===== config.mk =====
export PLATFORM = sky130hd
export DESIGN_NAME = mmio_bridge_flat
export DESIGN_NICKNAME = d
export VERILOG_FILES = /design/src/rtl/mmio_pkg.sv /design/src/rtl/mmio_bridge_if.sv /design/src/rtl/mmio_bridge_seg_scan.sv /design/src/rtl/mmio_bridge.sv /design/src/flat_wrapper.sv
export SDC_FILE = /design/constraint.sdc
export NUM_CORES = 1
export LEC_CHECK = 0
export CAP_MARGIN = 10
export CORE_UTILIZATION = 46
export CTS_CLUSTER_DIAMETER = 120
export DETAILED_ROUTE_END_ITERATION = 8
export HOLD_SLACK_MARGIN = 0.06
export PLACE_DENSITY_LB_ADDON = 0.08
export REMOVE_ABC_BUFFERS = 1
export SLEW_MARGIN = 20
export SYNTH_ARGS = -nofsm -noshare
export SYNTH_HDL_FRONTEND = slang
export SYNTH_HIERARCHICAL = 1
export SYNTH_SLANG_ARGS = --single-unit

===== constraint.sdc =====
create_clock -name cpu_clk -period 4.02 [get_ports cpu_clk]
set_input_delay 0.804 -clock cpu_clk [delete_from_list [all_inputs] [get_ports cpu_clk]]
set_output_delay 0.804 -clock cpu_clk [all_outputs]
set_load 0.05 [all_outputs]

===== src/rtl/mmio_pkg.sv =====
// rtl/mmio_pkg.sv - shared address map and seven-segment glyph table
package mmio_pkg;

  localparam logic [31:0] ADDR_DIG   = 32'hFFFF_F000;
  localparam logic [31:0] ADDR_TIMER = 32'hFFFF_F020;
  localparam logic [31:0] ADDR_TDIV  = 32'hFFFF_F024;
  localparam logic [31:0] ADDR_LED   = 32'hFFFF_F060;
  localparam logic [31:0] ADDR_SW    = 32'hFFFF_F070;
  localparam logic [31:0] ADDR_BTN   = 32'hFFFF_F078;

  // Active-low {DP,G,F,E,D,C,B,A}; entry n is the glyph for hex digit n.
  localparam logic [15:0][7:0] SEG_GLYPH = {
    8'h8E, 8'h86, 8'hA1, 8'hC6, 8'h83, 8'h88, 8'h90, 8'h80,
    8'hF8, 8'h82, 8'h92, 8'h99, 8'hB0, 8'hA4, 8'hF9, 8'hC0
  };

  function automatic logic [7:0] seg_decode(input logic [3:0] nib);
    return SEG_GLYPH[nib];
  endfunction

endpackage


===== src/rtl/mmio_bridge_if.sv =====
// rtl/mmio_bridge_if.sv - CPU data-bus signal bundle
interface mmio_bridge_if;
  logic [31:0] Bus_addr;
  logic        Bus_we;
  logic [31:0] Bus_wdata;
  logic [31:0] Bus_rdata;

  modport master (output Bus_addr, Bus_we, Bus_wdata, input Bus_rdata);
  modport slave  (input Bus_addr, Bus_we, Bus_wdata, output Bus_rdata);
endinterface


===== src/rtl/mmio_bridge_seg_scan.sv =====
// rtl/mmio_bridge_seg_scan.sv - eight-digit seven-segment display scanner
module seg_scan
  import mmio_pkg::*;
#(
  parameter int SCAN_DIV = 20000
) (
  input  logic        cpu_clk,
  input  logic        cpu_rst,
  input  logic [31:0] dig_i,
  output logic [7:0]  dig_en_o,
  output logic [7:0]  dig_seg_o
);

  localparam int CW = (SCAN_DIV > 1) ? $clog2(SCAN_DIV) : 1;

  logic [CW-1:0] scan_q, scan_d;
  logic [2:0]    idx_q, idx_d;
  logic          wrap;

  // Dwell counter; the digit index advances only when the dwell wraps.
  always_comb begin
    wrap   = (scan_q == CW'(SCAN_DIV - 1));
    scan_d = wrap ? '0 : scan_q + CW'(1);
    idx_d  = wrap ? idx_q + 3'd1 : idx_q;
  end

  // Scan state registers.
  always_ff @(posedge cpu_clk or negedge cpu_rst) begin
    if (!cpu_rst) begin
      scan_q <= '0;
      idx_q  <= '0;
    end else begin
      scan_q <= scan_d;
      idx_q  <= idx_d;
    end
  end

  // Enable the current digit and show its nibble; DP stays dark.
  always_comb begin
    dig_en_o  = ~(8'd1 << idx_q);
    dig_seg_o = seg_decode(dig_i[{idx_q, 2'b00} +: 4]);
  end

endmodule


===== src/rtl/mmio_bridge.sv =====
// rtl/mmio_bridge.sv - CPU data-bus responder for DRAM, display, LEDs, inputs, timer
module mmio_bridge
  import mmio_pkg::*;
#(
  parameter int SCAN_DIV = 20000,
  parameter int DRAM_AW  = 14
) (
  input  logic               cpu_clk,
  input  logic               cpu_rst,
  mmio_bridge_if.slave       bus,
  output logic [DRAM_AW-1:0] dram_addr,
  output logic               dram_we,
  output logic [31:0]        dram_wdata,
  input  logic [31:0]        dram_rdata,
  input  logic [23:0]        sw,
  input  logic [4:0]         button,
  output logic [23:0]        led,
  output logic [7:0]         dig_en,
  output logic [7:0]         dig_seg
);

  logic [31:0] dig_q, dig_d;
  logic [31:0] timer_q, timer_d;
  logic [31:0] tdiv_q, tdiv_d;
  logic [31:0] presc_q, presc_d;
  logic [23:0] led_q, led_d;
  logic [23:0] sw_meta_q, sw_sync_q;
  logic [4:0]  btn_meta_q, btn_sync_q;

  logic sel_dig, sel_timer, sel_tdiv, sel_led, sel_sw, sel_btn, sel_periph;
  logic tick;

  // Full 32-bit address decode; anything unmatched belongs to DRAM.
  always_comb begin
    sel_dig    = (bus.Bus_addr == ADDR_DIG);
    sel_timer  = (bus.Bus_addr == ADDR_TIMER);
    sel_tdiv   = (bus.Bus_addr == ADDR_TDIV);
    sel_led    = (bus.Bus_addr == ADDR_LED);
    sel_sw     = (bus.Bus_addr == ADDR_SW);
    sel_btn    = (bus.Bus_addr == ADDR_BTN);
    sel_periph = sel_dig | sel_timer | sel_tdiv | sel_led | sel_sw | sel_btn;
    dram_addr  = bus.Bus_addr[DRAM_AW+1:2];
    dram_we    = bus.Bus_we & ~sel_periph;
    dram_wdata = bus.Bus_wdata;
  end

  // Combinational read mux so the CPU sees data in the same cycle.
  always_comb begin
    if (sel_dig)        bus.Bus_rdata = dig_q;
    else if (sel_timer) bus.Bus_rdata = timer_q;
    else if (sel_tdiv)  bus.Bus_rdata = tdiv_q;
    else if (sel_led)   bus.Bus_rdata = {8'b0, led_q};
    else if (sel_sw)    bus.Bus_rdata = {8'b0, sw_sync_q};
    else if (sel_btn)   bus.Bus_rdata = {27'b0, btn_sync_q};
    else                bus.Bus_rdata = dram_rdata;
  end

  // Register writes and timer: a TIMER write overrides a same-cycle increment.
  always_comb begin
    tick    = (tdiv_q != 32'd0) && (presc_q == tdiv_q - 32'd1);
    dig_d   = dig_q;
    led_d   = led_q;
    tdiv_d  = tdiv_q;
    timer_d = tick ? timer_q + 32'd1 : timer_q;
    presc_d = (tdiv_q == 32'd0 || tick) ? 32'd0 : presc_q + 32'd1;
    if (bus.Bus_we) begin
      if (sel_dig)   dig_d   = bus.Bus_wdata;
      if (sel_led)   led_d   = bus.Bus_wdata[23:0];
      if (sel_timer) timer_d = bus.Bus_wdata;
      if (sel_tdiv) begin
        tdiv_d  = bus.Bus_wdata;
        presc_d = 32'd0;
      end
    end
  end

  // State registers plus two-flop synchronisers for the board inputs.
  always_ff @(posedge cpu_clk or negedge cpu_rst) begin
    if (!cpu_rst) begin
      dig_q      <= '0;
      timer_q    <= '0;
      tdiv_q     <= '0;
      presc_q    <= '0;
      led_q      <= '0;
      sw_meta_q  <= '0;
      sw_sync_q  <= '0;
      btn_meta_q <= '0;
      btn_sync_q <= '0;
    end else begin
      dig_q      <= dig_d;
      timer_q    <= timer_d;
      tdiv_q     <= tdiv_d;
      presc_q    <= presc_d;
      led_q      <= led_d;
      sw_meta_q  <= sw;
      sw_sync_q  <= sw_meta_q;
      btn_meta_q <= button;
      btn_sync_q <= btn_meta_q;
    end
  end

  assign led = led_q;

  seg_scan #(.SCAN_DIV(SCAN_DIV)) u_seg_scan (
    .cpu_clk   (cpu_clk),
    .cpu_rst   (cpu_rst),
    .dig_i     (dig_q),
    .dig_en_o  (dig_en),
    .dig_seg_o (dig_seg)
  );

endmodule


===== src/flat_wrapper.sv =====
// flat-port wrapper written by rule: the top's interface ports become plain ports
module mmio_bridge_flat import mmio_pkg::*;
#(
  parameter int SCAN_DIV = 20000,
  parameter int DRAM_AW  = 14
)
  (cpu_clk, cpu_rst, dram_addr, dram_we, dram_wdata, dram_rdata, sw, button, led, dig_en, dig_seg, bus_Bus_addr, bus_Bus_we, bus_Bus_wdata, bus_Bus_rdata);
  mmio_bridge_if bus_i ();
  input  logic cpu_clk;
  input  logic cpu_rst;
  output logic [DRAM_AW-1:0] dram_addr;
  output logic dram_we;
  output logic [31:0] dram_wdata;
  input  logic [31:0] dram_rdata;
  input  logic [23:0] sw;
  input  logic [4:0] button;
  output logic [23:0] led;
  output logic [7:0] dig_en;
  output logic [7:0] dig_seg;
  input wire logic [$bits(bus_i.Bus_addr)-1:0] bus_Bus_addr;
  input wire logic [$bits(bus_i.Bus_we)-1:0] bus_Bus_we;
  input wire logic [$bits(bus_i.Bus_wdata)-1:0] bus_Bus_wdata;
  output wire logic [$bits(bus_i.Bus_rdata)-1:0] bus_Bus_rdata;
  assign bus_i.Bus_addr = bus_Bus_addr;
  assign bus_i.Bus_we = bus_Bus_we;
  assign bus_i.Bus_wdata = bus_Bus_wdata;
  assign bus_Bus_rdata = bus_i.Bus_rdata;
  mmio_bridge #(.SCAN_DIV(SCAN_DIV), .DRAM_AW(DRAM_AW)) u_core (.cpu_clk(cpu_clk), .cpu_rst(cpu_rst), .bus(bus_i), .dram_addr(dram_addr), .dram_we(dram_we), .dram_wdata(dram_wdata), .dram_rdata(dram_rdata), .sw(sw), .button(button), .led(led), .dig_en(dig_en), .dig_seg(dig_seg));
endmodule

==> metrics <==
initial antenna violation count=0; Yosys top cell area share=44.08%; Worst Reg-to-Reg Cells=12; Die X=169.7 um; TritonRoute pass-1 iters=7; sw power=1.348 mW; Total Power=5.507 mW; Post-Syn Instances=1331; diodes inserted=0; Fin Setup TNS=-824.9 ps; element type at the critical path end=output pin; layout cell share with drive strength beyond 1=20.92%; Final Slew Violations=0; Sw Share=24.47%; Worst-Margin Slew=796.9 ps; final RePlAce weighted congestion=0.9262; Post-synth EDFFs=0; Max transition margin=46.87%; most instantiated cells after synthesis=228 x dfrtp_1, 142 x nand2_1, 112 x nor2_1, 82 x a21oi_1, 70 x mux2_2; vias in the first global route=10.94k; largest net degree at the start of global routing=100; Rows=61; hold buffers post-CTS=0; Worst Path Max Fanout=5; Data required, critical path=3220 ps; maximum clock rate=0.2445 GHz; htree depth=1; RSZ-0062 raised after global routing=yes; prevailing post-synth register cell=dfrtp_1; DRC Markers=0; mapped cell area=12940 um2; Yosys reg bits=228; # IOs=247; top cells by area, synth=dfrtp_1 44%, mux2_2 6.1%, xnor2_1 4.5%; # nets final=1707; combinational power share=10.4%; CP Capture Point=bus_Bus_rdata[17]; WP data arrival=3290 ps; final instance area=17350 um2; Routed Antenna Nets=0; Die Area=28810 um2; syn_area_per_cell=9.725 um2; PD cells=317.5 nW/um2; distinct cell type count of the synthesized netlist=74; Placed Area=15900 um2; ys async rst share=100.0%; CP peak stage delay=540 ps; max cap viols=0; Vias per Instance=5.712; Setup Viol. Count Final=25; CTS sink count=228; maximum clock insertion buffer count=3; status=finished, violations left; count leader, synth=dfrtp_1; Setup crit start kind=input port; Worst VDD drop=0.3267 mV; CTS tree=built; Port Buffers=245; GRT Total Usage=28.55%; Clk pwr share=47.3%; Routed wire per std cell=20.97 um; critical-path cell list=buf_6 -> or4_4 -> nor4_4 -> buf_4 -> nand4_1 -> buf_6 -> nor3_4 -> buf_6 -> nor2_4 -> a222oi_1 -> a21oi_1 -> o22a_1 -> buf_6; CP dominant cell by count=buf_6; hold crit path type=in2async; worst skew pair latency=550 ps; Sequential Power Share=42.4%; final hold vios=0; placed insts=1902; worst setup margin=-69.41 ps; clock buffer count from CTS=27; Core ar.=27710 um2; Internal Pwr Total=4.160 mW; failing checks=setup timing; Reg2Reg Setup Slack=330 ps; FF-to-FF Start=u_core/tdiv_q[0]; Yosys top cell by area=dfrtp_1; fillcell total=2289; HPWL Detailed=29300 um; Pleak=7.968 nW; Final Instance Count excl. Fillers=1960; clock slew at reported path FFs=60 ps; Die Y=169.7 um; total number of vias=11.20k; sequential share of the synthesized area=44.08%; Final Skew=10.71 ps; first-pass GRT wire length=62980 um; area grow syn2layout=34.01%; Root Driver=clkbuf_16; yosys warns=6; Setup CP Type=in2out; initial DRC count=940; fin crit period=4089 ps; Min Hold Slack=297.4 ps; grt ovf=0; CP max stage cell=or4_4; Reg2Reg Capture Point=u_core/timer_q[28]; final WL=41090 um; Initial Util=46.72%; period utilisation layout=101.7%; Crit. Startpoint=bus_Bus_addr[8]
layer usage:
layer	global-route usage (%)	vias up	wire length [um]
met5	0	-	0
met4	9.557	0	1307
met3	4.384	72	3079
met2	45.69	496	18990
met1	39.44	5496	17720
li1	-	5132	-
through the flow:
| stage | utilization, % | worst slack (ps) |
|---|---|---|
| final | 62.61 | -69.41 |
| after global routing | 62.61 | -212.6 |
| after CTS | 61.54 | -89.75 |
| after detailed placement | 57.37 | -649.5 |
| after global placement | 57.37 | -566.8 |
| after floorplan | - | -1074 |
state kept, by name (all words and copies together) (netlist names):
name and cells:
u_core/btn_meta_q 5, u_core/btn_sync_q 5, u_core/dig_q 32, u_core/led 24, u_core/presc_q 32, u_core/sw_meta_q 24, u_core/sw_sync_q 24, u_core/tdiv_q 32
u_core/timer_q 32, u_core/u_seg_scan/idx_q 3, u_core/u_seg_scan/scan_q 15
layout by cell type (no fill, tap or decap), types with 12 or more instances in the layout:
cell type        instances
nor2_1                 102
nor3_1                  35
nand4_1                 26
buf_12                  20
buf_6                   30
o21ai_0                 24
mux2i_1                 35
clkdlybuf4s50_1        187
clkbuf_16               27
buf_4                   70
xnor2_1                 66
nand3_1                 44
o22a_1                  16
inv_1                   37
xor2_1                  46
mux2_2                  70
a222oi_1                12
and3_1                  36
ha_1                    17
nand2_1                141
dfrtp_1                227
a21oi_1                 72
worst max-delay path, delay by kind of cell:
family	cells	cell delay, ps
compound gates	3	660
simple gates	5	1080
buf+inv	5	730
timing repair:
action	CTS	global route
setup endpoints to repair	39	34
cloned	4	1
pin swaps	39	43
buffers inserted	5	3
resized for setup	72	86
layout make-up:
class                      instances  area, um2  share of cell area [%]
inverter                          38      142.6                  0.8223
multi-input combinational        942       6751                   38.92
clock inverter                    17      230.2                   1.327
tap                              378      473.0                   2.727
clock buffer                      32      714.4                   4.119
sequential                       228       5709                   32.91
timing repair buffer             325       3324                   19.17
worst min path at each step:
stage / start / endpoint / slack (ps) / depth (start not counted)
2_1_floorplan: u_core/btn_meta_q[0] / u_core/btn_sync_q[0] / 330 / 0
5_1_grt: u_core/sw_meta_q[1] / u_core/sw_sync_q[1] / 350 / 0
3_3_place_gp: u_core/sw_meta_q[0] / u_core/sw_sync_q[0] / 330 / 0
3_5_place_dp: u_core/sw_meta_q[21] / u_core/sw_sync_q[21] / 330 / 0
6_report: cpu_rst / u_core/presc_q[30] / 300 / 1
4_1_cts: cpu_rst / u_core/tdiv_q[22] / 330 / 1
kinds of logic (layout without fill, tap and decap cells):
kind of cell	Yosys count	count (layout)	share of synthesized area (%)
other	1	1	0.02897
adders and majority gates	17	17	1.643
xor gates and xnor gates	112	112	7.579
buffers and inverters	164	412	6.515
muxes	117	117	10.97
DFF	228	228	44.08
and+or+nand+nor	490	493	19.21
AOI/OAI and AO/OA	202	202	9.976
power groups by stage:
stage | logic [mW] | clock network (mW) | registers, mW
2_1_floorplan | 0.129 | 0 | 2.37
4_1_cts | 0.558 | 2.65 | 2.33
5_1_grt | 0.603 | 2.75 | 2.33
3_3_place_gp | 0.548 | 0 | 2.37
6_report | 0.570 | 2.60 | 2.33
3_5_place_dp | 0.549 | 0 | 2.37
(Power assumes the default switching activity.)
==> patch (same flow settings) <==
Register the output `dram_addr`, without a reset; this adds one clock of latency there. The other outputs are not delayed to match.
--- a/src/rtl/mmio_bridge.sv
+++ b/src/rtl/mmio_bridge.sv
@@ -20,4 +20,6 @@
 );
 
+  logic [DRAM_AW-1:0] dram_addr_d;
+
   logic [31:0] dig_q, dig_d;
   logic [31:0] timer_q, timer_d;
@@ -40,5 +42,5 @@
     sel_btn    = (bus.Bus_addr == ADDR_BTN);
     sel_periph = sel_dig | sel_timer | sel_tdiv | sel_led | sel_sw | sel_btn;
-    dram_addr  = bus.Bus_addr[DRAM_AW+1:2];
+    dram_addr_d = bus.Bus_addr[DRAM_AW+1:2];
     dram_we    = bus.Bus_we & ~sel_periph;
     dram_wdata = bus.Bus_wdata;
@@ -110,4 +112,8 @@
   );
 
+  always_ff @(posedge cpu_clk) begin
+    dram_addr <= dram_addr_d;
+  end
+
 endmodule
 
Function: changed (a bounded check fails within 4 cycles, from zero or initial values and one cycle with cpu_rst low).
==> patch against the original RTL <==
The run still ends with negative setup slack left. Via count increased by 3.7%. Non-clock buffer count grew 25. Power increased by 4.8%. Design area rose by 3.5%. Sequential cell count grew 14. Routed wire length increased by 2.1%. Synthesized area grew 1.4%. Worst setup slack worse by 200 ps. Critical path type unchanged. Highest routed layer is now met5.
==> patch: results (changes against the original RTL) <==
netlist_top_cells_count: "dfrtp_1 (228), nand2_1 (142), nor2_1 (112)"
cts-root-buf: "clkbuf_16"
cp_slowest_stage_delay_ps: 470  # -70 ps
p_leak_uw: 0.00826  # +3.7%
ys_warn_count: 6  # unchanged
path_max_fanout: 5  # unchanged
num_vias: 11600  # +3.7%
relSlewSlack: 0.454  # -0.0149
async_reset_ff_frac: 0.942  # -0.0579
grt_pass1_vias: 11200  # +2.7%
fin_nets: 1747  # +2.3%
clk_pin_slew_worst_paths_ps: 50
synth_area_leaders: "dfrtp_1 (43%), mux2_2 (6.0%), xnor2_1 (4.4%)"
h-tree-depth: 1  # unchanged
slowest_stage: "clkdlybuf4s50_1"
fin_worst_skew_ps: 26.4  # +15.7 ps
grt_max_degree: 101  # +1.0%
fillCellCount: 2290  # +0.044%
fin_setup_tns_ps: -5030  # -4210 ps
place_ws_ps: -707  # -57.7 ps
cts_buffers: 28  # +3.7%
ys_seq_area_frac: 0.456  # +0.0155
drive_above_1_share: 0.220  # +0.0106
status: "finished, violations left"
grt_pass1_wl_mm: 65.0  # +3.2%
grt_util_all_layers: 0.291  # +0.00530
worst_slack_ps: -267  # -198 ps
crit_family: "buffers and inverters"
cts_buffer_depth: 3  # unchanged
firstDrtPassIters: 6  # -1
antenna_found_initial: 1  # +1
synth-main-ff-cell: "dfrtp_1"
maxCapViolCount: 0  # unchanged
hp-class: "input pin to asynchronous set/reset pin"
swShare: 0.241  # -0.00356
failed_checks: "negative setup slack"
n_antenna_cell: 0  # unchanged
routed_wirelength_mm: 41.9  # +2.1%
ir_drop_mv: 0.314  # -4.0%
port_buffers: 245  # unchanged
gp_congestion: 0.888  # -4.1%
dp.final_hpwl_mm: 30.0  # +2.5%
arrival_ps: 3480  # +190 ps
drtIter0Drc: 989  # +5.2%
synth_cell_types: 75  # +1.4%
insertion_delay_ps: 560
finalSetupViolCount: 32  # +28%
## patch: changes by cell type in the layout (fill, tap and decap cells not counted), moves of 5 or more
cell / change
and3_1: -6
buf_4: +26
a21oi_1: +5
clkbuf_8: +8
buf_12: +17
dfxtp_1: +14
and3_4: +5
buf_6: -19
o21ai_2: -5
a21oi_2: -5
## patch: area by class of cell
type,instances,area (µm²),share of cell area
multi-input combinational,942,6720,0.374
inverter,38,146,0.00816
timing repair buffer,350,3630,0.202
clock buffer,41,850,0.0473
tap,378,473,0.0263
clock inverter,11,148,0.00823
sequential,242,5990,0.334
## patch: cells by family (layout without fill, tap and decap cells)
logic type,after synthesis,count (layout),synth area share
and+or+nand+nor,490,493,0.190
DFF,242,242,0.456
AOI/OAI and AO/OA,202,202,0.0984
buffers and inverters,150,440,0.0563
muxes,117,117,0.108
xor gates and xnor gates,112,112,0.0748
adders and majority gates,17,17,0.0162
other,1,1,0.000286
## patch: final timing paths
check	slack [ps]	end	from	cells past startpoint
min	270	u_core/u_seg_scan/scan_q[13]$_DFF_PN0_	cpu_rst	1
min reg2reg	350	u_core/sw_sync_q[18]$_DFF_PN0_	u_core/sw_meta_q[18]$_DFF_PN0_	0
max reg2reg	230	u_core/timer_q[12]$_DFF_PN0_	u_core/tdiv_q[18]$_DFFE_PN0P_	9
min in group cpu_clk	350	u_core/sw_sync_q[18]$_DFF_PN0_	u_core/sw_meta_q[18]$_DFF_PN0_	0
max	-270	bus_Bus_rdata[20]	bus_Bus_addr[17]	13
max in group asynchronous	2870	u_core/sw_meta_q[21]$_DFF_PN0_	cpu_rst	2
## patch: timing repair
action	in CTS	in global routing
gates cloned	4	0
endpoints found under the setup margin	39	36
setup buffers	7	10
resized for setup	95	31
pin swaps	53	25
hold endpoints to repair	0	0
## patch: routing by layer
| layer | share of wire | track usage | vias up |
|---|---|---|---|
| li1 | - | - | 5225 |
| met1 | 0.42 | 0.400 | 5763 |
| met2 | 0.47 | 0.466 | 529 |
| met5 | 0.00031 | 0 | - |
| met4 | 0.032 | 0.0943 | 2 |
| met3 | 0.081 | 0.0507 | 91 |
## patch: stage by stage
stage / cell area, µm² / std cells
global placement: 16500 / 1931
CTS: 17800 / 1993
finish: 17900 / 2002
global route: 17900 / 2002
floorplan: 12500 / 1219
detailed placement: 16500 / 1931
## patch: power groups by stage
stage | Clock (µW) | Sequential [µW] | Combinational [µW]
after floorplan | 0 | 2550 | 129
after global placement | 0 | 2530 | 570
after detailed placement | 0 | 2530 | 571
after CTS | 2740 | 2480 | 586
after global routing | 2850 | 2480 | 617
final | 2700 | 2480 | 586
